## src/rtl/contador_modn_cascata.sv

```systemverilog
// Multi-digit mod-N cascade counter for timer displays (e.g. mm:ss, hh:mm).
// Each digit is its own mod-N stage. The stages are chained through
// carry/borrow terms. The counter supports up/down counting, wrap or
// saturate at the end, a sticky done flag and clamped parallel load.

// One digit of the cascade: a mod-MOD up/down stage with clamped load.
module contador_modn_digito #(
  parameter logic [3:0] MOD = 4'd10
) (
  input  logic       clk,
  input  logic       clearn,
  input  logic       loadn,
  input  logic [3:0] data,
  input  logic       step,
  input  logic       up,
  output logic [3:0] d,
  output logic       term
);

  localparam logic [3:0] MAXV = MOD - 4'd1;

  logic [3:0] load_val;
  logic [3:0] nxt;

  // Out-of-range load values saturate to the largest legal digit.
  always_comb begin
    load_val = (data > MAXV) ? MAXV : data;
  end

  // Next value for one step in the current direction, wrapping inside the modulus.
  always_comb begin
    nxt = d;
    if (up) nxt = (d == MAXV) ? 4'd0 : d + 4'd1;
    else    nxt = (d == 4'd0) ? MAXV : d - 4'd1;
  end

  // The terminal value depends on direction: MOD-1 when counting up, 0 when counting down.
  always_comb begin
    term = up ? (d == MAXV) : (d == 4'd0);
  end

  // Digit register. Clear has priority over load, and load over step.
  always_ff @(posedge clk) begin
    if (!clearn)     d <= 4'd0;
    else if (!loadn) d <= load_val;
    else if (step)   d <= nxt;
  end

endmodule

// Cascade top: builds the carry chain and owns the done flag.
module contador_modn_cascata #(
  parameter int                  NDIG = 4,
  parameter logic [4*NDIG-1:0]   MODS = 16'h6A6A
) (
  input  logic              clk,
  input  logic              clearn,
  input  logic              loadn,
  input  logic [4*NDIG-1:0] data,
  input  logic              en,
  input  logic              up,
  input  logic              stop_at_end,
  output logic [4*NDIG-1:0] count,
  output logic              zero,
  output logic              tc,
  output logic              done,
  output logic [NDIG-1:0]   dig_tc
);

  logic [NDIG-1:0][3:0] cnt;
  logic [NDIG-1:0][3:0] din;
  logic [NDIG-1:0]      term;
  logic [NDIG-1:0]      step;
  logic                 all_term;
  logic                 hold;
  logic                 adv;

  assign din      = data;
  assign count    = cnt;
  assign all_term = &term;
  // Saturate: stay at the terminal state instead of wrapping.
  assign hold     = en & all_term & stop_at_end;
  assign adv      = en & ~hold;
  assign zero     = (count == '0);
  assign tc       = dig_tc[NDIG-1];

  genvar i;
  generate
    for (i = 0; i < NDIG; i++) begin : g_dig
      if (i == 0) begin : g_lsd
        assign dig_tc[i] = en & term[i];
        assign step[i]   = adv;
      end else begin : g_upper
        // A higher digit moves only when every lower digit is at its terminal value.
        assign dig_tc[i] = dig_tc[i-1] & term[i];
        assign step[i]   = adv & dig_tc[i-1];
      end

      contador_modn_digito #(.MOD(MODS[4*i +: 4])) u_dig (
        .clk    (clk),
        .clearn (clearn),
        .loadn  (loadn),
        .data   (din[i]),
        .step   (step[i]),
        .up     (up),
        .d      (cnt[i]),
        .term   (term[i])
      );
    end
  endgenerate

  // done is set while saturated. It clears on clear, on load, or when the counter moves.
  // Digit 0 steps on every enabled non-hold cycle, so every advance changes the count.
  always_ff @(posedge clk) begin
    if (!clearn)     done <= 1'b0;
    else if (!loadn) done <= 1'b0;
    else if (hold)   done <= 1'b1;
    else if (en)     done <= 1'b0;
  end

endmodule

```

## config.mk

```make
export PLATFORM = sky130hd
export DESIGN_NAME = contador_modn_cascata
export DESIGN_NICKNAME = d
export VERILOG_FILES = /design/src/rtl/contador_modn_cascata.sv
export SDC_FILE = /design/constraint.sdc
export NUM_CORES = 1
export LEC_CHECK = 0
export CORE_MARGIN = 10
export CORE_UTILIZATION = 48
export CTS_CLUSTER_SIZE = 12
export DETAILED_ROUTE_END_ITERATION = 6
export PLACE_DENSITY = 0.88
export SETUP_SLACK_MARGIN = 0.1
export SYNTH_ARGS = -nofsm -noshare
export SYNTH_HDL_FRONTEND = slang
export SYNTH_SLANG_ARGS = --single-unit
```

## constraint.sdc

```tcl
create_clock -name clk -period 2.25 [get_ports clk]
set_clock_uncertainty 0.2 [all_clocks]
set_input_delay 0.45 -clock clk [delete_from_list [all_inputs] [get_ports clk]]
set_output_delay 0.45 -clock clk [all_outputs]
set_load 0.01 [all_outputs]
```

==> results of run 1 <==
-- per-stage QoR --
stage	total power [mW]	std cells	setup TNS (ns)	area, um^2
4_1_cts	0.9611	336	-0.05698	2479
2_1_floorplan	0.5873	216	0	1710
3_5_place_dp	0.7734	329	-11.36	2422
6_report	0.9840	338	0	2524
3_3_place_gp	0.7620	329	-10.81	2422
5_1_grt	1.037	338	-0.07267	2524
-- worst max path at each step --
stage                                           from         to  slack, ns  cells past startpoint
floorplan                                         up  dig_tc[3]       0.07                      6
global placement                                  up  dig_tc[3]      -0.80                      7
detailed placement                                up         tc      -0.84                      7
CTS                 g_dig[0].u_dig.d[0]$_SDFFE_PN0P_         tc      -0.03                      6
global route        g_dig[0].u_dig.d[0]$_SDFFE_PN0P_  dig_tc[3]      -0.03                      6
finish                                            up  dig_tc[3]       0.02                      7
-- worst reg2reg max path, cell delays in order (launching register included) --
cell and delay, ns:
sky130_fd_sc_hd__dfxtp_2 0.35, sky130_fd_sc_hd__buf_8 0.14, sky130_fd_sc_hd__nor3_4 0.19, sky130_fd_sc_hd__buf_4 0.14
sky130_fd_sc_hd__o211ai_1 0.15, sky130_fd_sc_hd__buf_4 0.18, sky130_fd_sc_hd__o41ai_2 0.19, sky130_fd_sc_hd__buf_4 0.19
sky130_fd_sc_hd__xor2_1 0.19, sky130_fd_sc_hd__a211oi_1 0.09
-- kinds of logic after synthesis --
| kind of cell | Yosys count |
|---|---|
| compound gates | 72 |
| flops | 17 |
| mux | 5 |
| xor+xnor | 7 |
| simple gates | 84 |
| buf+inv | 31 |
-- layout make-up --
| cell class | count | area (um^2) |
|---|---|---|
| inverter | 9 | 33.78 |
| clock inverter | 1 | 5.005 |
| fill | 226 | 760.7 |
| multi-input combinational | 168 | 1237 |
| timing repair buffer | 94 | 813.3 |
| tap | 46 | 57.56 |
| clock buffer | 3 | 22.52 |
| sequential | 17 | 354.1 |
-- per-layer routing --
metal  vias to the layer above  GRT usage (%)  share of wire [%]
li1                        965              -                  -
met1                       966          20.24                 44
met2                        85          27.86                 48
met3                         4          4.100                7.5
met4                         0          7.348                1.0
met5                         -              0                  0
-- flip-flops by register name, summed over array words and instances, names as in the netlist --
register       flops
done               1
g_dig.u_dig.d     16
-- cell usage after synthesis, types with 3 or more instances --
| master | number | area [um^2] |
|---|---|---|
| sky130_fd_sc_hd__a211oi_1 | 3 | 22.52 |
| sky130_fd_sc_hd__a21oi_1 | 11 | 55.05 |
| sky130_fd_sc_hd__a311oi_1 | 4 | 35.03 |
| sky130_fd_sc_hd__and3_1 | 4 | 25.02 |
| sky130_fd_sc_hd__buf_2 | 7 | 35.03 |
| sky130_fd_sc_hd__clkbuf_1 | 11 | 41.29 |
| sky130_fd_sc_hd__dfxtp_1 | 17 | 340.3 |
| sky130_fd_sc_hd__inv_1 | 9 | 33.78 |
| sky130_fd_sc_hd__mux2i_1 | 4 | 40.04 |
| sky130_fd_sc_hd__nand2_1 | 15 | 56.30 |
| sky130_fd_sc_hd__nand2b_1 | 4 | 25.02 |
| sky130_fd_sc_hd__nand3_1 | 5 | 25.02 |
| sky130_fd_sc_hd__nand3b_1 | 3 | 22.52 |
| sky130_fd_sc_hd__nand4_1 | 4 | 25.02 |
| sky130_fd_sc_hd__nor2_1 | 19 | 71.32 |
| sky130_fd_sc_hd__nor2b_1 | 6 | 37.54 |
| sky130_fd_sc_hd__nor3_1 | 9 | 45.04 |
| sky130_fd_sc_hd__nor3_2 | 3 | 30.03 |
| sky130_fd_sc_hd__o211ai_1 | 4 | 30.03 |
| sky130_fd_sc_hd__o21ai_0 | 10 | 50.05 |
| sky130_fd_sc_hd__o22ai_1 | 4 | 25.02 |
| sky130_fd_sc_hd__o31ai_1 | 3 | 22.52 |
| sky130_fd_sc_hd__xnor2_1 | 6 | 52.55 |
-- layout by cell type (no fill, tap or decap), types with 9 or more instances in the layout --
| master | Yosys | layout |
|---|---|---|
| sky130_fd_sc_hd__clkdlybuf4s50_1 | 0 | 35 |
| sky130_fd_sc_hd__inv_1 | 9 | 9 |
| sky130_fd_sc_hd__o21ai_0 | 10 | 10 |
| sky130_fd_sc_hd__buf_4 | 1 | 46 |
| sky130_fd_sc_hd__nor2_1 | 19 | 17 |
| sky130_fd_sc_hd__dfxtp_1 | 17 | 10 |
| sky130_fd_sc_hd__a21oi_1 | 11 | 11 |
| sky130_fd_sc_hd__nand2_1 | 15 | 15 |
-- power groups by stage --
stage / registers [mW] / logic (mW) / clock network, mW
2_1_floorplan: 0.350 / 0.237 / 0
3_3_place_gp: 0.345 / 0.417 / 0
3_5_place_dp: 0.346 / 0.428 / 0
4_1_cts: 0.341 / 0.438 / 0.182
5_1_grt: 0.346 / 0.493 / 0.198
6_report: 0.344 / 0.458 / 0.182
-- timing repair --
action,4_1_cts,5_1_grt
resized for setup,43,9
endpoints found under the setup margin,23,13
pin swaps,7,9
buffers inserted,3,2
==> results_dict.tcl, run 1 <==
set metrics [dict create \
    slowest_stage "sky130_fd_sc_hd__nor3_4" \
    worst_slack_ns 0.01738 \
    wire_length_of_the_first_global_routing_pass_um 8707 \
    share_seq_of_total_power_pct 34.9 \
    report.final.hold_viol_count 0 \
    synthMuxAreaShare_pct 3.176 \
    cts.hold.buffers_added 0 \
    main_combinational_cell_family_by_area_after_synthesis "compound AO/OA/AOI/OAI gates" \
    layout_min_cycle_time_ns 2.233 \
    crit_path_start_kind "primary input" \
    post_place_setup_slack_ns -0.8433 \
    share_comb_of_total_power_pct 46.6 \
    grt_max_degree 18 \
    clk_path_buf_depth 2 \
    number_of_iterations_in_the_first_detailed_routing_pass 4 \
    syn-mean-instance-area_um2 7.478 \
    synth.distinct_cells 63 \
    ant_nets 0 \
    vias 2020 \
    antenna_violations_before_repair 0 \
    die_span_y_um 78.01 \
    yosysWarnings 0 \
    num-nets-final 315 \
    place.detailed.hpwl_um 4027 \
    cts-root-buf "sky130_fd_sc_hd__clkbuf_4" \
    timing.hold.ws_ns 0.4262 \
    pwr-share-clk_pct 18.5 \
    cp_num_buf_inv 3 \
    design.die.area_mm2 0.006086 \
    ir_worst_vdd_uv 267.2 \
    floorplan.die.width_um 78.01 \
    fraction_of_final_layout_cells_sized_beyond_drive_strength_1_pct 31.85 \
    route.detailed.wl_per_inst_um 16.59 \
    placeableCoreArea_mm2 0.003284 \
    initialDrtViolationCount 180 \
    drc_errors 0 \
    ys_async_sr_fraction_pct 0 \
    via_count_of_the_first_global_routing_pass 1887 \
    core.rowCount 21 \
    yosys.area_share.xor_xnor_pct 3.796 \
    syn_inst 216 \
    postSynthRegisterBits 17 \
    via_per_inst 5.976 \
    inserted_clock_buffers 3 \
    p_int_uw 623.0 \
    reg2reg_depth 9 \
    crit_end_category "primary output" \
    clk_pin_slew_worst_paths_ns 0.12 \
    place_congestion 0.9007 \
    cts_tree "done" \
    holdPathStages 3 \
    groute.usage.overall_pct 16.82 \
    cp_data_arrival_time_ns 1.58 \
    simple_gate_share_of_the_synthesized_area_pct 28.12 \
    initial_utilization_pct 49.18 \
    timing.final.crit_share_pct 99.23 \
    ys.flop_type "sky130_fd_sc_hd__dfxtp_1" \
    post_synth_instance_area_mm2 0.001615 \
    netSwitchingFraction_pct 36.69 \
    actual_transition_at_the_worst_max_transition_pin_ns 0.5100 \
    power_density_over_the_cells_mw_per_mm2 389.9 \
    power.switching_uw 361.0 \
    number_of_enable_flip_flop_cells_after_synthesis 0 \
    r2r_setup_slack_ns 0.12 \
    critPathMaxStageDelay_ns 0.21 \
    cts_h_tree_depth 1 \
    timing_worst_setup_path_type "primary input to primary output" \
    io_pins 45 \
    status "completed" \
    fin_util_pct 76.84 \
    setup_violations 0 \
    crit_path_max_fanout 7 \
    reg2reg_capture_point "g_dig[0].u_dig.d[0]$_SDFFE_PN0P_" \
    share_of_the_synthesized_area_in_compound_gates_ao_oa_aoi_oai_pct 35.40 \
    cts_sinks 17 \
    critical_path.cell_chain "buf_4 > buf_4 > nor3_4 > o211ai_4 > nor3_4 > o211a_1 > buf_2" \
    worstPathRequired_ns 1.60 \
    clk-insertion-delay-late_ns 0.30 \
    maxSlewViolCount 0 \
    min_to "done$_SDFFE_PN0P_" \
    port-buffer-count 44 \
    cap_violations 0 \
    totalWireLength_um 5609 \
    area_growth_syn_to_layout_pct 56.24 \
    grt_remaining_overflow 0 \
    area_share_of_fa_ha_maj_cells_after_synthesis_pct 0 \
    maxClockFrequency_ghz 0.4479 \
    p_leak_nw 1.001 \
    timing.hold.worst.class "flop to flop" \
    mappedNetlistNets 238 \
    n_antenna_cell 0 \
    worst_slew_margin_rel_pct 65.12 \
    rsz0062_at_grt "yes" \
    regToRegStartpoint "g_dig[3].u_dig.d[0]$_SDFFE_PN0P_" \
    synth_sequential_area_ratio_pct 21.07 \
    min_from "done$_SDFFE_PN0P_" \
    path_delay_family "buffers and inverters" \
]
No activity file was read; power rests on OpenSTA's default activity.
==> run 2: changes to the inputs <==
--- a/config.mk
+++ b/config.mk
@@ -14,3 +14,4 @@
 export SYNTH_ARGS = -nofsm -noshare
 export SYNTH_HDL_FRONTEND = slang
 export SYNTH_SLANG_ARGS = --single-unit
+export TNS_END_PERCENT = 30
==> run 2 against run 1 <==
Worst setup slack got worse by 0.017 ns. Die area unchanged. Final area decreased by 0.15%. Clock power about the same. Hold slack about the same. Maximum frequency decreased by 0.74%. Total power increased by 0.12%. Largest cell class unchanged. Register-to-register slack improved by 0.04 ns. Via count increased by 1.2%. Wire length increased by 1.4%. Core utilization decreased by 0.11 points.
==> results_dict.tcl, run 2 (synthesis gave the netlist of run 1 again) <==
set metrics [dict create \
    drc_errors 0 \
    share_seq_of_total_power_pct 34.9 \
    vias 2044 \
    n_antenna_cell 0 \
    antenna_violations_before_repair 0 \
    via_per_inst 6.047 \
    rsz0062_at_grt "yes" \
    largest_register_ffs 16 \
    crit_path_max_fanout 3 \
    port-buffer-count 44 \
    totalWireLength_um 5688 \
    regToRegStartpoint "g_dig[3].u_dig.d[0]$_SDFFE_PN0P_" \
    cts_tree "done" \
    worst_slew_margin_rel_pct 65.12 \
    reg2reg_capture_point "g_dig[3].u_dig.d[1]$_SDFFE_PN0P_" \
    crit_path_start_kind "flop" \
    power.switching_uw 363.2 \
    min_to "done$_SDFFE_PN0P_" \
    clk_pin_slew_worst_paths_ns 0.12 \
    min_from "done$_SDFFE_PN0P_" \
    p_int_uw 622.0 \
    share_comb_of_total_power_pct 46.6 \
    maxSlewViolCount 0 \
    grt_max_degree 18 \
    setup_violations 0 \
    core.rowCount 21 \
    layout_min_cycle_time_ns 2.249 \
    placeableCoreArea_mm2 0.003284 \
    fraction_of_final_layout_cells_sized_beyond_drive_strength_1_pct 31.85 \
    report.final.hold_viol_count 0 \
    power_density_over_the_cells_mw_per_mm2 391.0 \
    post_placement_cell_count 329 \
    die_span_y_um 78.01 \
    wire_length_of_the_first_global_routing_pass_um 8707 \
    crit_end_category "primary output" \
    timing_worst_setup_path_type "flop to primary output" \
    reg_top3 "g_dig.u_dig.d: 16 flops, done: 1 flops" \
    netSwitchingFraction_pct 36.87 \
    design.die.area_mm2 0.006086 \
    cts_sinks 17 \
    status "completed" \
    reg2reg_depth 8 \
    area_growth_syn_to_layout_pct 56.00 \
    inserted_clock_buffers 3 \
    initialDrtViolationCount 181 \
    final-instance-count-excl-fill 338 \
    groute.usage.overall_pct 16.82 \
    layout.cells.most_common "sky130_fd_sc_hd__buf_4" \
    timing.hold.worst.class "flop to flop" \
    r2r_setup_slack_ns 0.16 \
    cts.hold.buffers_added 0 \
    worstPathRequired_ns 1.60 \
    io_pins 45 \
    maxClockFrequency_ghz 0.4446 \
    p_leak_nw 0.9999 \
    cp_data_arrival_time_ns 1.60 \
    ant_nets 0 \
    cts_h_tree_depth 1 \
    grt_remaining_overflow 0 \
    initial_utilization_pct 49.18 \
    actual_transition_at_the_worst_max_transition_pin_ns 0.5100 \
    timing.final.crit_share_pct 99.97 \
    via_count_of_the_first_global_routing_pass 1887 \
    cts-root-buf "sky130_fd_sc_hd__clkbuf_4" \
    floorplan.die.width_um 78.01 \
    holdPathStages 3 \
    place.detailed.hpwl_um 4027 \
    pwr-share-clk_pct 18.5 \
    num-nets-final 315 \
    number_of_iterations_in_the_first_detailed_routing_pass 4 \
    tns_ns 0 \
    place_congestion 0.9007 \
    clk_path_buf_depth 2 \
    clk-insertion-delay-late_ns 0.30 \
    cap_violations 0 \
    commonest_non_fill_non_tap_cells_in_the_layout "46 x sky130_fd_sc_hd__buf_4, 35 x sky130_fd_sc_hd__clkdlybuf4s50_1, 17 x sky130_fd_sc_hd__nor2_1" \
    ir_worst_vdd_uv 263.2 \
    max_flop_register "g_dig.u_dig.d" \
    route.detailed.wl_per_inst_um 16.83 \
]
-- run 2: cell count changes in the layout (fill, tap and decap cells not counted) --
cell / delta
sky130_fd_sc_hd__buf_8: -1
sky130_fd_sc_hd__buf_6: +1
-- run 2: cell type report --
class	count	area (um^2)
Fill cell	227	764.5
Tap cell	46	57.56
Sequential cell	17	354.1
Multi-Input combinational cell	168	1237
Clock buffer	3	22.52
Timing Repair Buffer	94	809.5
Clock inverter	1	5.005
Inverter	9	33.78
-- run 2: per-stage QoR --
| stage | power [mW] | util, % | instance area, um^2 | hold WS (ns) | setup slack [ns] |
|---|---|---|---|---|---|
| after floorplan | 0.5873 | - | 1710 | 0.3561 | 0.06938 |
| after global placement | 0.7620 | 73.75 | 2422 | 0.3803 | -0.8008 |
| after detailed placement | 0.7734 | 73.75 | 2422 | 0.3888 | -0.8433 |
| after CTS | 0.9611 | 75.47 | 2479 | 0.4264 | -0.02872 |
| after global routing | 1.037 | 76.72 | 2520 | 0.4615 | -0.05548 |
| final | 0.9852 | 76.72 | 2520 | 0.4262 | 0.0006745 |
-- run 2: per-layer routing --
| layer | wire, um | vias to the layer above | track usage, % |
|---|---|---|---|
| li1 | - | 969 | - |
| met1 | 2453 | 960 | 20.24 |
| met2 | 2686 | 107 | 27.86 |
| met3 | 459 | 8 | 4.100 |
| met4 | 89 | 0 | 7.348 |
| met5 | 0 | - | 0 |
-- run 2: worst max path at each step --
stage	to	start	cells past startpoint	slack [ns]
after global placement	dig_tc[3]	up	7	-0.80
after floorplan	dig_tc[3]	up	6	0.07
after CTS	tc	g_dig[0].u_dig.d[0]$_SDFFE_PN0P_	6	-0.03
after global routing	dig_tc[3]	g_dig[2].u_dig.d[0]$_SDFFE_PN0P_	5	-0.06
final	dig_tc[3]	g_dig[2].u_dig.d[0]$_SDFFE_PN0P_	5	0.0007
after detailed placement	tc	up	7	-0.84
-- run 2: repair_timing --
item                       CTS  global route
pin swaps                    7             8
buffers inserted             3             2
setup endpoints to repair   23            13
gates resized for setup     43             8
-- run 2: power groups by stage --
stage	logic (mW)	clock network, mW	registers, mW
final	0.459	0.182	0.344
after global routing	0.493	0.198	0.346
after CTS	0.438	0.182	0.341
after detailed placement	0.428	0	0.346
after global placement	0.417	0	0.345
after floorplan	0.237	0	0.350
-- run 2: critical path: stages, from the launching register on --
cell	delay, ns
sky130_fd_sc_hd__dfxtp_2	0.41
sky130_fd_sc_hd__and3_4	0.24
sky130_fd_sc_hd__o21ai_4	0.08
sky130_fd_sc_hd__nor3_4	0.25
sky130_fd_sc_hd__o211a_1	0.19
sky130_fd_sc_hd__buf_2	0.13
==> run 3: changes to the inputs <==
--- a/config.mk
+++ b/config.mk
@@ -6,10 +6,10 @@
 export NUM_CORES = 1
 export LEC_CHECK = 0
 export CORE_MARGIN = 10
-export CORE_UTILIZATION = 48
+export CORE_UTILIZATION = 52
 export CTS_CLUSTER_SIZE = 12
 export DETAILED_ROUTE_END_ITERATION = 6
-export PLACE_DENSITY = 0.88
+export PLACE_DENSITY = 0.94
 export SETUP_SLACK_MARGIN = 0.1
 export SYNTH_ARGS = -nofsm -noshare
 export SYNTH_HDL_FRONTEND = slang
==> constraint.sdc (replaced) <==
create_clock -name clk -period 2.9 [get_ports clk]
set_clock_uncertainty 0.2 [all_clocks]
set_input_delay 0.58 -clock clk [delete_from_list [all_inputs] [get_ports clk]]
set_output_delay 0.58 -clock clk [all_outputs]
set_load 0.01 [all_outputs]
==> run 3 against run 2 <==
Sequential share of layout area is 1.2 points higher. Count of clock-buffer cells in the layout rose by 1. Core utilization fell by 2.1 points. Critical path type is now primary input to primary output. Critical endpoint is now dig_tc[2]. Largest power group unchanged. Critical path depth up 2. Largest cell class unchanged. Total power fell by 29%. Wire length shrank 11%. Combinational power fell by 36%. First-iteration DRC count is 120% higher. Register-to-register slack better by 0.60 ns.
==> results_dict.tcl, run 3 (synthesis gave the netlist of run 1 again) <==
set metrics [dict create \
    status "completed" \
    timing_worst_setup_path_type "primary input to primary output" \
    groute.usage.overall_pct 18.07 \
    maxClockFrequency_ghz 0.3761 \
    placeableCoreArea_mm2 0.003003 \
    grt.met1_usage_pct 20.61 \
    area_growth_syn_to_layout_pct 38.73 \
    clk_path_buf_depth 2 \
    use_met3_pct 2.604 \
    crit_path_max_fanout 6 \
    vias 1954 \
    rsz0062_at_grt "no" \
    core.rowCount 20 \
    critPathMaxStageDelay_ns 0.28 \
    layout.cells.most_common "sky130_fd_sc_hd__clkdlybuf4s50_1" \
    n_antenna_cell 0 \
    ant_nets 0 \
    power_density_over_the_cells_mw_per_mm2 311.8 \
    timing.final.crit_share_pct 91.68 \
    clk-insertion-delay-late_ns 0.30 \
    r2r_setup_slack_ns 0.76 \
    wire_length_of_the_first_global_routing_pass_um 8169 \
    num-nets-final 292 \
    ir_worst_vdd_uv 186.8 \
    initialDrtViolationCount 392 \
    crit_path_start_kind "primary input" \
    slowest_stage "sky130_fd_sc_hd__dlygate4sd2_1" \
    tns_ns 0 \
    fraction_of_final_layout_cells_sized_beyond_drive_strength_1_pct 17.84 \
    cp_most_frequent_cell "sky130_fd_sc_hd__buf_4" \
    cts-root-buf "sky130_fd_sc_hd__clkbuf_4" \
    grt_max_degree 29 \
    worstPathRequired_ns 2.12 \
    largest_register_ffs 16 \
    totalWireLength_um 5045 \
    port-buffer-count 44 \
    cts.hold.buffers_added 0 \
    cts_sinks 17 \
    cap_violations 0 \
    initial_utilization_pct 53.79 \
    setup_violations 0 \
    grt_remaining_overflow 0 \
    timing.hold.worst.class "flop to flop" \
    antenna_violations_before_repair 0 \
    cts_h_tree_depth 1 \
    place.detailed.hpwl_um 3888 \
    floorplan.die.width_um 75.74 \
    critical_path.cell_chain "clkdlybuf4s15_2 > buf_4 > and3_1 > o21ai_1 > nor3_2 > buf_4 > dlygate4sd2_1" \
    global_route.usage.met2_pct 32.29 \
    crit_end_category "primary output" \
    cts_tree "done" \
    commonest_non_fill_non_tap_cells_in_the_layout "36 x sky130_fd_sc_hd__clkdlybuf4s50_1, 27 x sky130_fd_sc_hd__buf_4, 19 x sky130_fd_sc_hd__nor2_1" \
    num-fill-cells 225 \
    number_of_iterations_in_the_first_detailed_routing_pass 5 \
    cp_data_arrival_time_ns 1.88 \
    design.die.area_mm2 0.005736 \
    p_leak_nw 0.8884 \
    io_pins 45 \
    die_span_y_um 75.74 \
    max_flop_register "g_dig.u_dig.d" \
    grt.busiest_layer "met2" \
    place_congestion 0.9238 \
    via_per_inst 6.470 \
    inserted_clock_buffers 3 \
    clk_pin_slew_worst_paths_ns 0.11 \
    totalPowerFinal_uw 698.8 \
    actual_transition_at_the_worst_max_transition_pin_ns 0.5965 \
    route.detailed.wl_per_inst_um 16.71 \
    drc_errors 0 \
    worst_slew_margin_rel_pct 59.20 \
    via_count_of_the_first_global_routing_pass 1806 \
    reg_top3 "g_dig.u_dig.d: 16 flops, done: 1 flops" \
    maxSlewViolCount 0 \
    layout_min_cycle_time_ns 2.659 \
    report.final.hold_viol_count 0 \
]
run 3: cell count changes in the layout (fill, tap and decap cells not counted), sizes merged:
cell           delta
clkdlybuf4s15     +1
dlymetal6s2s      +1
clkdlybuf4s50     +1
dlygate4sd2       +4
buf              -30
clkinv            -1
clkbuf            +1
run 3: power by group:
group          total (mW)  switching [mW]  internal [mW]
Sequential          0.271          0.0228          0.248
Clock               0.135          0.0817         0.0536
Combinational       0.293           0.145          0.147
run 3: path summary, 6_finish.rpt:
| kind | start | endpoint | depth (start not counted) |
|---|---|---|---|
| worst max-delay path | up | dig_tc[2] | 7 |
| worst min-delay path | g_dig[3].u_dig.d[1]$_SDFFE_PN0P_ | g_dig[3].u_dig.d[1]$_SDFFE_PN0P_ | 2 |
| worst max register to register | g_dig[3].u_dig.d[0]$_SDFFE_PN0P_ | g_dig[2].u_dig.d[0]$_SDFFE_PN0P_ | 7 |
| worst min register to register | g_dig[3].u_dig.d[1]$_SDFFE_PN0P_ | g_dig[3].u_dig.d[1]$_SDFFE_PN0P_ | 2 |
run 3: what timing repair did:
| item | in CTS | in global routing |
|---|---|---|
| setup endpoints to repair | 6 | 1 |
| gates resized for setup | 12 | 2 |
| hold endpoints to repair | 0 | 0 |
| pin swaps | 0 | 0 |
| gates cloned | 0 | 0 |
| setup buffers | 0 | 0 |
run 3: through the flow:
| step | hold slack (ns) | utilization, % | worst slack [ns] | instance area (um^2) | instances |
|---|---|---|---|---|---|
| 3_5_place_dp | 0.3643 | 73.17 | -0.4080 | 2197 | 298 |
| 6_report | 0.3800 | 74.63 | 0.2412 | 2241 | 302 |
| 4_1_cts | 0.3800 | 74.46 | 0.1183 | 2236 | 302 |
| 3_3_place_gp | 0.3536 | 73.17 | -0.3786 | 2197 | 298 |
| 5_1_grt | 0.4208 | 74.63 | 0.1121 | 2241 | 302 |
| 2_1_floorplan | 0.3561 | - | 0.2313 | 1615 | 216 |
run 3: layer usage:
metal / up-vias / part of all wire (%) / wire [um]
li1: 918 / - / -
met1: 908 / 40 / 2006
met2: 112 / 50 / 2515
met3: 16 / 7.8 / 391
met4: 0 / 2.6 / 131
met5: - / 0 / 0
run 3: layout make-up:
| cell class | count | area (um^2) | share of cell area [%] |
|---|---|---|---|
| multi-input cells | 168 | 1155 | 51.54 |
| repair buffers | 71 | 643.1 | 28.70 |
| flip-flops and latches | 17 | 341.6 | 15.24 |
| well taps | 33 | 41.29 | 1.843 |
| inverters | 9 | 33.78 | 1.508 |
| clock buffers | 4 | 26.28 | 1.173 |
run 3: critical path, delay by kind of cell:
family	cells	cell delay, ns
buffers and inverters	4	0.83
AND/OR/NAND/NOR	2	0.26
AO/OA/AOI/OAI	1	0.20
